<file path="src/rtl/preg_ready_table_pkg.sv">
// Shared types and helpers for the physical-register ready table and its neighbours.
// Holds the preg/wake types and a popcount helper that other occupancy counters reuse.
package preg_ready_table_pkg;

   localparam int FETCH_WIDTH  = 2;
   localparam int ALU_WAKE_NUM = 2;
   localparam int PREG_NUM     = 32;
   localparam int PREG_W       = $clog2(PREG_NUM);
   localparam int BUSY_W       = PREG_W + 1;

   typedef logic [PREG_W-1:0] preg_addr_t;

   typedef struct packed {
      logic       valid;
      preg_addr_t preg;
   } wake_req_t;

   // Width of the result leaves room for the all-ones case (PREG_NUM itself).
   function automatic logic [BUSY_W-1:0] popcount(input logic [PREG_NUM-1:0] vec);
      logic [BUSY_W-1:0] cnt;
      cnt = '0;
      for (int i = 0; i < PREG_NUM; i++) begin
         cnt = cnt + BUSY_W'(vec[i]);
      end
      return cnt;
   endfunction

endpackage

</file>
<file path="src/rtl/preg_ready_table_if.sv">
// Query interface between the issue queue (master) and the ready table (slave).
// There is no valid/ready handshake: every query is answered combinationally in the same cycle.
interface ready_intf;
   import preg_ready_table_pkg::*;

   preg_addr_t [FETCH_WIDTH-1:0] psrc1;
   preg_addr_t [FETCH_WIDTH-1:0] psrc2;
   logic       [FETCH_WIDTH-1:0] v1;
   logic       [FETCH_WIDTH-1:0] v2;

   modport master (output psrc1, output psrc2, input v1, input v2);
   modport slave  (input psrc1, input psrc2, output v1, output v2);

endinterface

</file>
<file path="src/rtl/preg_ready_table.sv">
// One ready bit per physical register: rename clears it, ALU wakeups set it, branch_miss sets all.
// Queries see same-cycle wakes but not same-cycle allocs, since allocs belong to younger instructions.
module preg_ready_table
   import preg_ready_table_pkg::*;
(
   input  logic                           clk,
   input  logic                           reset,
   ready_intf.slave                       rdyIf,
   input  logic       [FETCH_WIDTH-1:0]   alloc_valid,
   input  preg_addr_t [FETCH_WIDTH-1:0]   alloc_preg,
   input  wake_req_t  [ALU_WAKE_NUM-1:0]  wake,
   input  logic                           branch_miss,
   output logic       [BUSY_W-1:0]        busy_cnt
);

   logic [PREG_NUM-1:0]    rdy;
   logic [PREG_NUM-1:0]    rdyNext;
   logic [BUSY_W-1:0]      busyCnt;
   logic [FETCH_WIDTH-1:0] qv1;
   logic [FETCH_WIDTH-1:0] qv2;

   always_comb begin
      for (int i = 0; i < FETCH_WIDTH; i++) begin
         qv1[i] = rdy[rdyIf.psrc1[i]];
         qv2[i] = rdy[rdyIf.psrc2[i]];
         for (int k = 0; k < ALU_WAKE_NUM; k++) begin
            if (wake[k].valid && (wake[k].preg == rdyIf.psrc1[i])) qv1[i] = 1'b1;
            if (wake[k].valid && (wake[k].preg == rdyIf.psrc2[i])) qv2[i] = 1'b1;
         end
      end
   end

   assign rdyIf.v1 = qv1;
   assign rdyIf.v2 = qv2;

   // Later assignments win: allocs override wakes, branch_miss overrides everything.
   always_comb begin
      rdyNext = rdy;
      for (int k = 0; k < ALU_WAKE_NUM; k++) begin
         if (wake[k].valid) rdyNext[wake[k].preg] = 1'b1;
      end
      for (int i = 0; i < FETCH_WIDTH; i++) begin
         if (alloc_valid[i]) rdyNext[alloc_preg[i]] = 1'b0;
      end
      if (branch_miss) rdyNext = '1;
   end

   // The count is recomputed from the next vector so redundant events cannot make it drift.
   always_ff @(posedge clk) begin
      if (reset) begin
         rdy     <= '1;
         busyCnt <= '0;
      end else begin
         rdy     <= rdyNext;
         busyCnt <= popcount(~rdyNext);
      end
   end

   assign busy_cnt = busyCnt;

   always_ff @(posedge clk) begin
      if (!reset) begin
         for (int i = 0; i < FETCH_WIDTH; i++) begin
            for (int j = i + 1; j < FETCH_WIDTH; j++) begin
               if (alloc_valid[i] && alloc_valid[j]) assert (alloc_preg[i] != alloc_preg[j]);
            end
         end
      end
   end

endmodule

</file>
<file path="src/flat_wrapper.sv">
// flat-port wrapper written by rule: the top's interface ports become plain ports
module preg_ready_table_flat import preg_ready_table_pkg::*;
  (clk, reset, alloc_valid, alloc_preg, wake, branch_miss, busy_cnt, rdyIf_psrc1, rdyIf_psrc2, rdyIf_v1, rdyIf_v2);
  ready_intf rdyIf_i ();
  input  logic clk;
  input  logic reset;
  input  logic       [FETCH_WIDTH-1:0] alloc_valid;
  input  preg_addr_t [FETCH_WIDTH-1:0] alloc_preg;
  input  wake_req_t  [ALU_WAKE_NUM-1:0] wake;
  input  logic branch_miss;
  output logic       [BUSY_W-1:0] busy_cnt;
  input wire logic [$bits(rdyIf_i.psrc1)-1:0] rdyIf_psrc1;
  input wire logic [$bits(rdyIf_i.psrc2)-1:0] rdyIf_psrc2;
  output wire logic [$bits(rdyIf_i.v1)-1:0] rdyIf_v1;
  output wire logic [$bits(rdyIf_i.v2)-1:0] rdyIf_v2;
  assign rdyIf_i.psrc1 = rdyIf_psrc1;
  assign rdyIf_i.psrc2 = rdyIf_psrc2;
  assign rdyIf_v1 = rdyIf_i.v1;
  assign rdyIf_v2 = rdyIf_i.v2;
  preg_ready_table u_core (.clk(clk), .reset(reset), .rdyIf(rdyIf_i), .alloc_valid(alloc_valid), .alloc_preg(alloc_preg), .wake(wake), .branch_miss(branch_miss), .busy_cnt(busy_cnt));
endmodule
</file>
<file path="config.mk">
export PLATFORM = sky130hd
export DESIGN_NAME = preg_ready_table_flat
export DESIGN_NICKNAME = d
export VERILOG_FILES = /design/src/rtl/preg_ready_table_pkg.sv /design/src/rtl/preg_ready_table_if.sv /design/src/rtl/preg_ready_table.sv /design/src/flat_wrapper.sv
export SDC_FILE = /design/constraint.sdc
export NUM_CORES = 1
export LEC_CHECK = 0
export ABC_CLOCK_PERIOD_IN_PS = 8200
export CAP_MARGIN = 20
export CORE_ASPECT_RATIO = 0.9
export CORE_MARGIN = 2
export CORE_UTILIZATION = 58
export CTS_CLUSTER_DIAMETER = 100
export CTS_CLUSTER_SIZE = 10
export DETAILED_ROUTE_END_ITERATION = 6
export GPL_TIMING_DRIVEN = 0
export PLACE_DENSITY_LB_ADDON = 0.25
export SKIP_LAST_GASP = 1
export SLEW_MARGIN = 25
export SYNTH_ARGS = -nofsm -noshare
export SYNTH_HDL_FRONTEND = slang
export SYNTH_SLANG_ARGS = --single-unit
</file>
<file path="constraint.sdc">
create_clock -name clk -period 8.2 [get_ports clk]
set_clock_uncertainty 0.1 [all_clocks]
set_input_delay 1.64 -clock clk [delete_from_list [all_inputs] [get_ports clk]]
set_output_delay 1.64 -clock clk [all_outputs]
set_load 0.01 [all_outputs]
</file>
==> reports/summary.md <==
Per report_power, the clock group accounts for 26.1% of the total. The share of total power in sequential cells is 37.8%, and the data arrival time of the critical path is 7.85 ns. The relative slew slack is 60.49%. The count of nets left with antenna violations once routing finished came out at 0.

Net switching is 34.20% of the power. In this run the clock root is driven by a sky130_fd_sc_hd__clkbuf_8. The count of clock tree sinks is 38, and the combinational share of power is 36.2%. Global routing consumed, on the met1 layer, 49.98% of the routing resources. For the worst setup path, the data required time is 8.27 ns. The worst setup path is captured at a flop.

Counting along the longest clock path gives a buffer depth of 2. The tools report the final standard cell area without fillers as 5380 µm². In the final timing run, aggregate negative setup slack is 0 ns. The run gives 2 as the number of levels the H-tree was split into.

Among cell families on the critical path, the largest total delay comes from adder cells. Summed over all nets, the switching power comes to 0.1739 mW. The kind of path behind the tightest hold check is flop to flop. For this run, the top clock speed supported by timing is 128.5 MHz. The total overflow left after global routing is 0. Leaving out fill and tap cells, the most frequent cell in the layout is sky130_fd_sc_hd__nor2_1.

The number of antenna violations at the first check in global routing is 0. Met2 global-route usage: 60.30%. TritonCTS built the clock tree. In this run, CTS created clock tree buffers numbering 5. Top fanout value on the critical path: 10.

met2 is the most crowded layer. The critical path contains buffers and inverters numbering 4 combined. The post-layout utilization of the core is 67.01%, and the y dimension of the die is 90.29 µm. The max-slew violation count was 0. Global routing used 6.115% of the available met3 tracks.

The die covers 9018 µm². After detailed routing, the number of remaining DRC violations is 0. After the last flow step, the layout net total stands at 762. The routed wirelength normalized by instance count is 21.80 µm. For this design the ratio of total power to cell area is 94.54 nW/µm².

The core area is 8029 µm². The cell that appears most often on the critical path is sky130_fd_sc_hd__fa_1. The tools report the clock latency on the worst-skew pair as 0.29 ns.

The most used flip-flop cell after synthesis is sky130_fd_sc_hd__dfxtp_1. The netlist uses 39 different library cells. The flow ran to the end, and the final reports show no timing, DRC or antenna violations. The run gives 0 as the count of yosys warnings during synthesis. The area of the mapped netlist was 4798 µm². The horizontal die dimension is 99.88 µm, and the share of the cycle needed by the critical path after routing is 94.88%. The internal portion of the total power is 0.3347 mW. The number of nets in the synthesized netlist is 719. The routed design has 17070 µm of wire. Using the TritonRoute via totals, the vias-per-cell ratio works out to 6.663. Once placement finished, the instance area stood at 5283 µm². The number of enable flip-flop cells after synthesis was 0. Setup repair after global routing left no endpoint under its margin. Type of origin of the critical path: an input port.

The area growth from synthesis to layout is 12.13%. Via count of the first global-routing pass: 4963. At the pin with the least slew margin, the transition time is 0.5927 ns. The share of cells above drive strength 1 was 5.263%.

Clock-pin slew was measured on the worst setup and hold paths at 0.07 ns. In the synthesized netlist, the number of instances is 640. During I/O placement, the number of pins put on the boundary was 57.

Global routing consumed, over all layers together, 38.36% of the routing resources. The per-instance average area after synthesis is 7.497 µm², and the final-report hold violation count is 0. For this design the static power due to leakage is 1.949 nW. Row generation in the floorplan step produced 31 rows.

Setup violations remaining at the end of the flow were counted as 0. Routability-driven placement finished with a final weighted congestion of 1.012. The tool flagged a number of max-cap violations equal to 0. The slowest stage of the critical path is the sky130_fd_sc_hd__fa_1 cell. The total of buffers placed on input and output ports is 36. The filler cells instantiated in the layout total 718.

The first detailed-routing pass ran for 6 iterations. The worst path in the final design needs a cycle of 7.780 ns, including I/O delays and setup. Detailed placement ended at an HPWL of 13060 µm.

For the violation count after the first detailed-routing iteration, the log shows 436. The first global-routing pass estimated 26660 µm of wire. Of the synthesized area, sequential elements account for 15.85%. Counting flops and latches in the post-synthesis netlist gives 38. For the number of diodes added for antenna fixing, the log shows 0.

Of all flip-flops after synthesis, the portion carrying an async set or reset was 0%. In the layout the commonest cells are 104 x sky130_fd_sc_hd__nor2_1, 59 x sky130_fd_sc_hd__o22ai_1, 44 x sky130_fd_sc_hd__a211oi_1. Largest stage delay on the critical path: 0.56 ns. The critical path is of the input port to flop type. The run gives 12 as the pin count of the biggest net entering global routing. IR analysis of the VDD net gives a maximum drop of 0.07368 mV. Initial core utilization: 59.76%. The critical path goes through clkdlybuf4s50_1, buf_6, or4b_4, o22ai_1, nor2_1, nor2_2, nor2_1, ha_1, fa_1, fa_1, fa_1, fa_1, fa_1, fa_1, fa_1, inv_1, fa_1, inv_1, a21o_1, a21oi_2, xor2_1, nor2_1. Detailed routing inserted a total of 5217 vias.
synth_stat cells, types with 15 or more instances:
cell                       instances  share of area, %
sky130_fd_sc_hd__clkbuf_1         25               2.0
sky130_fd_sc_hd__dfxtp_1          38                16
sky130_fd_sc_hd__nand2b_1         16               2.1
sky130_fd_sc_hd__fa_1             24                10
sky130_fd_sc_hd__xnor2_1          40               7.3
sky130_fd_sc_hd__buf_2            15               1.6
sky130_fd_sc_hd__a211oi_1         44               6.9
sky130_fd_sc_hd__nand2_1          34               2.7
sky130_fd_sc_hd__inv_1            23               1.8
sky130_fd_sc_hd__nand4_1          20               2.6
sky130_fd_sc_hd__or3_1            32               4.2
sky130_fd_sc_hd__nor2b_1          42               5.5
sky130_fd_sc_hd__nor2_1          105               8.2
sky130_fd_sc_hd__o22ai_1          59               7.7
sky130_fd_sc_hd__mux2i_1          32               6.7
cell type report:
cell class / instances / area [µm²] / area share, %
Timing Repair Buffer: 36 / 360.3 / 6.698
Multi-Input combinational cell: 522 / 3684 / 68.47
Buffer: 57 / 274.0 / 5.093
Tap cell: 99 / 123.9 / 2.302
Sequential cell: 38 / 760.7 / 14.14
Clock inverter: 1 / 5.005 / 0.09302
Inverter: 23 / 86.33 / 1.605
Clock buffer: 7 / 86.33 / 1.605
power by group through the flow:
stage               registers, mW  clock network, mW  logic, mW
floorplan                   0.195                  0      0.121
global placement            0.196                  0      0.173
detailed placement          0.196                  0      0.180
CTS                         0.192              0.132      0.180
global route                0.192              0.141      0.200
finish                      0.192              0.133      0.184
registers in the layout (all words and copies together), names as in the netlist:
| signal | cells |
|---|---|
| u_core.busy_cnt | 6 |
| u_core.rdy | 32 |
routing by layer:
layer	vias up	routed length [µm]
met2	349	7544
met1	2401	6755
li1	2376	-
met3	91	1589
met5	-	0
met4	0	1184
tightest hold or removal path: cells and delay by family (launching register included):
kind	cells	cell delay, ns
and+or+nand+nor	2	0.29
DFF	1	0.44
AOI/OAI and AO/OA	1	0.07
timing repair:
item	in CTS	in global routing
hold endpoints to repair	0	0
hold buffers	0	0
gates resized for setup	0	2
endpoints found under the setup margin	0	1
buffers inserted	0	0
worst paths after layout:
kind | cells past startpoint | to | slack (ns) | start
setup / recovery | 22 | u_core.busy_cnt[4]$_SDFF_PP0_ | 0.42 | wake[2]
hold reg to reg | 3 | u_core.rdy[7]$_SDFF_PP1_ | 0.72 | u_core.rdy[7]$_SDFF_PP1_
hold / removal | 3 | u_core.rdy[7]$_SDFF_PP1_ | 0.72 | u_core.rdy[7]$_SDFF_PP1_
setup reg to reg | 18 | u_core.busy_cnt[4]$_SDFF_PP0_ | 2.46 | u_core.rdy[0]$_SDFF_PP1_
per-stage QoR:
stage | power, mW | hold slack, ns | worst slack (ns) | std cells
floorplan | 0.3162 | 0.5101 | 0.9972 | 640
global placement | 0.3691 | 0.6836 | 0.1518 | 775
detailed placement | 0.3759 | 0.6837 | 0.01597 | 775
CTS | 0.5039 | 0.7027 | 0.3272 | 783
global route | 0.5328 | 0.7433 | 0.06633 | 783
finish | 0.5086 | 0.7241 | 0.4201 | 783
cell families (layout without fill, tap and decap cells):
kind of cell / count (synthesis) / after routing / share of synthesized area [%]
fa+ha+maj: 32 / 32 / 12.10
buf+inv: 80 / 124 / 7.510
compound gates: 129 / 129 / 18.67
mux: 32 / 32 / 6.675
simple gates: 287 / 287 / 31.53
flops: 38 / 38 / 15.85
xor+xnor: 42 / 42 / 7.666
No activity file was read; power rests on OpenSTA's default activity.
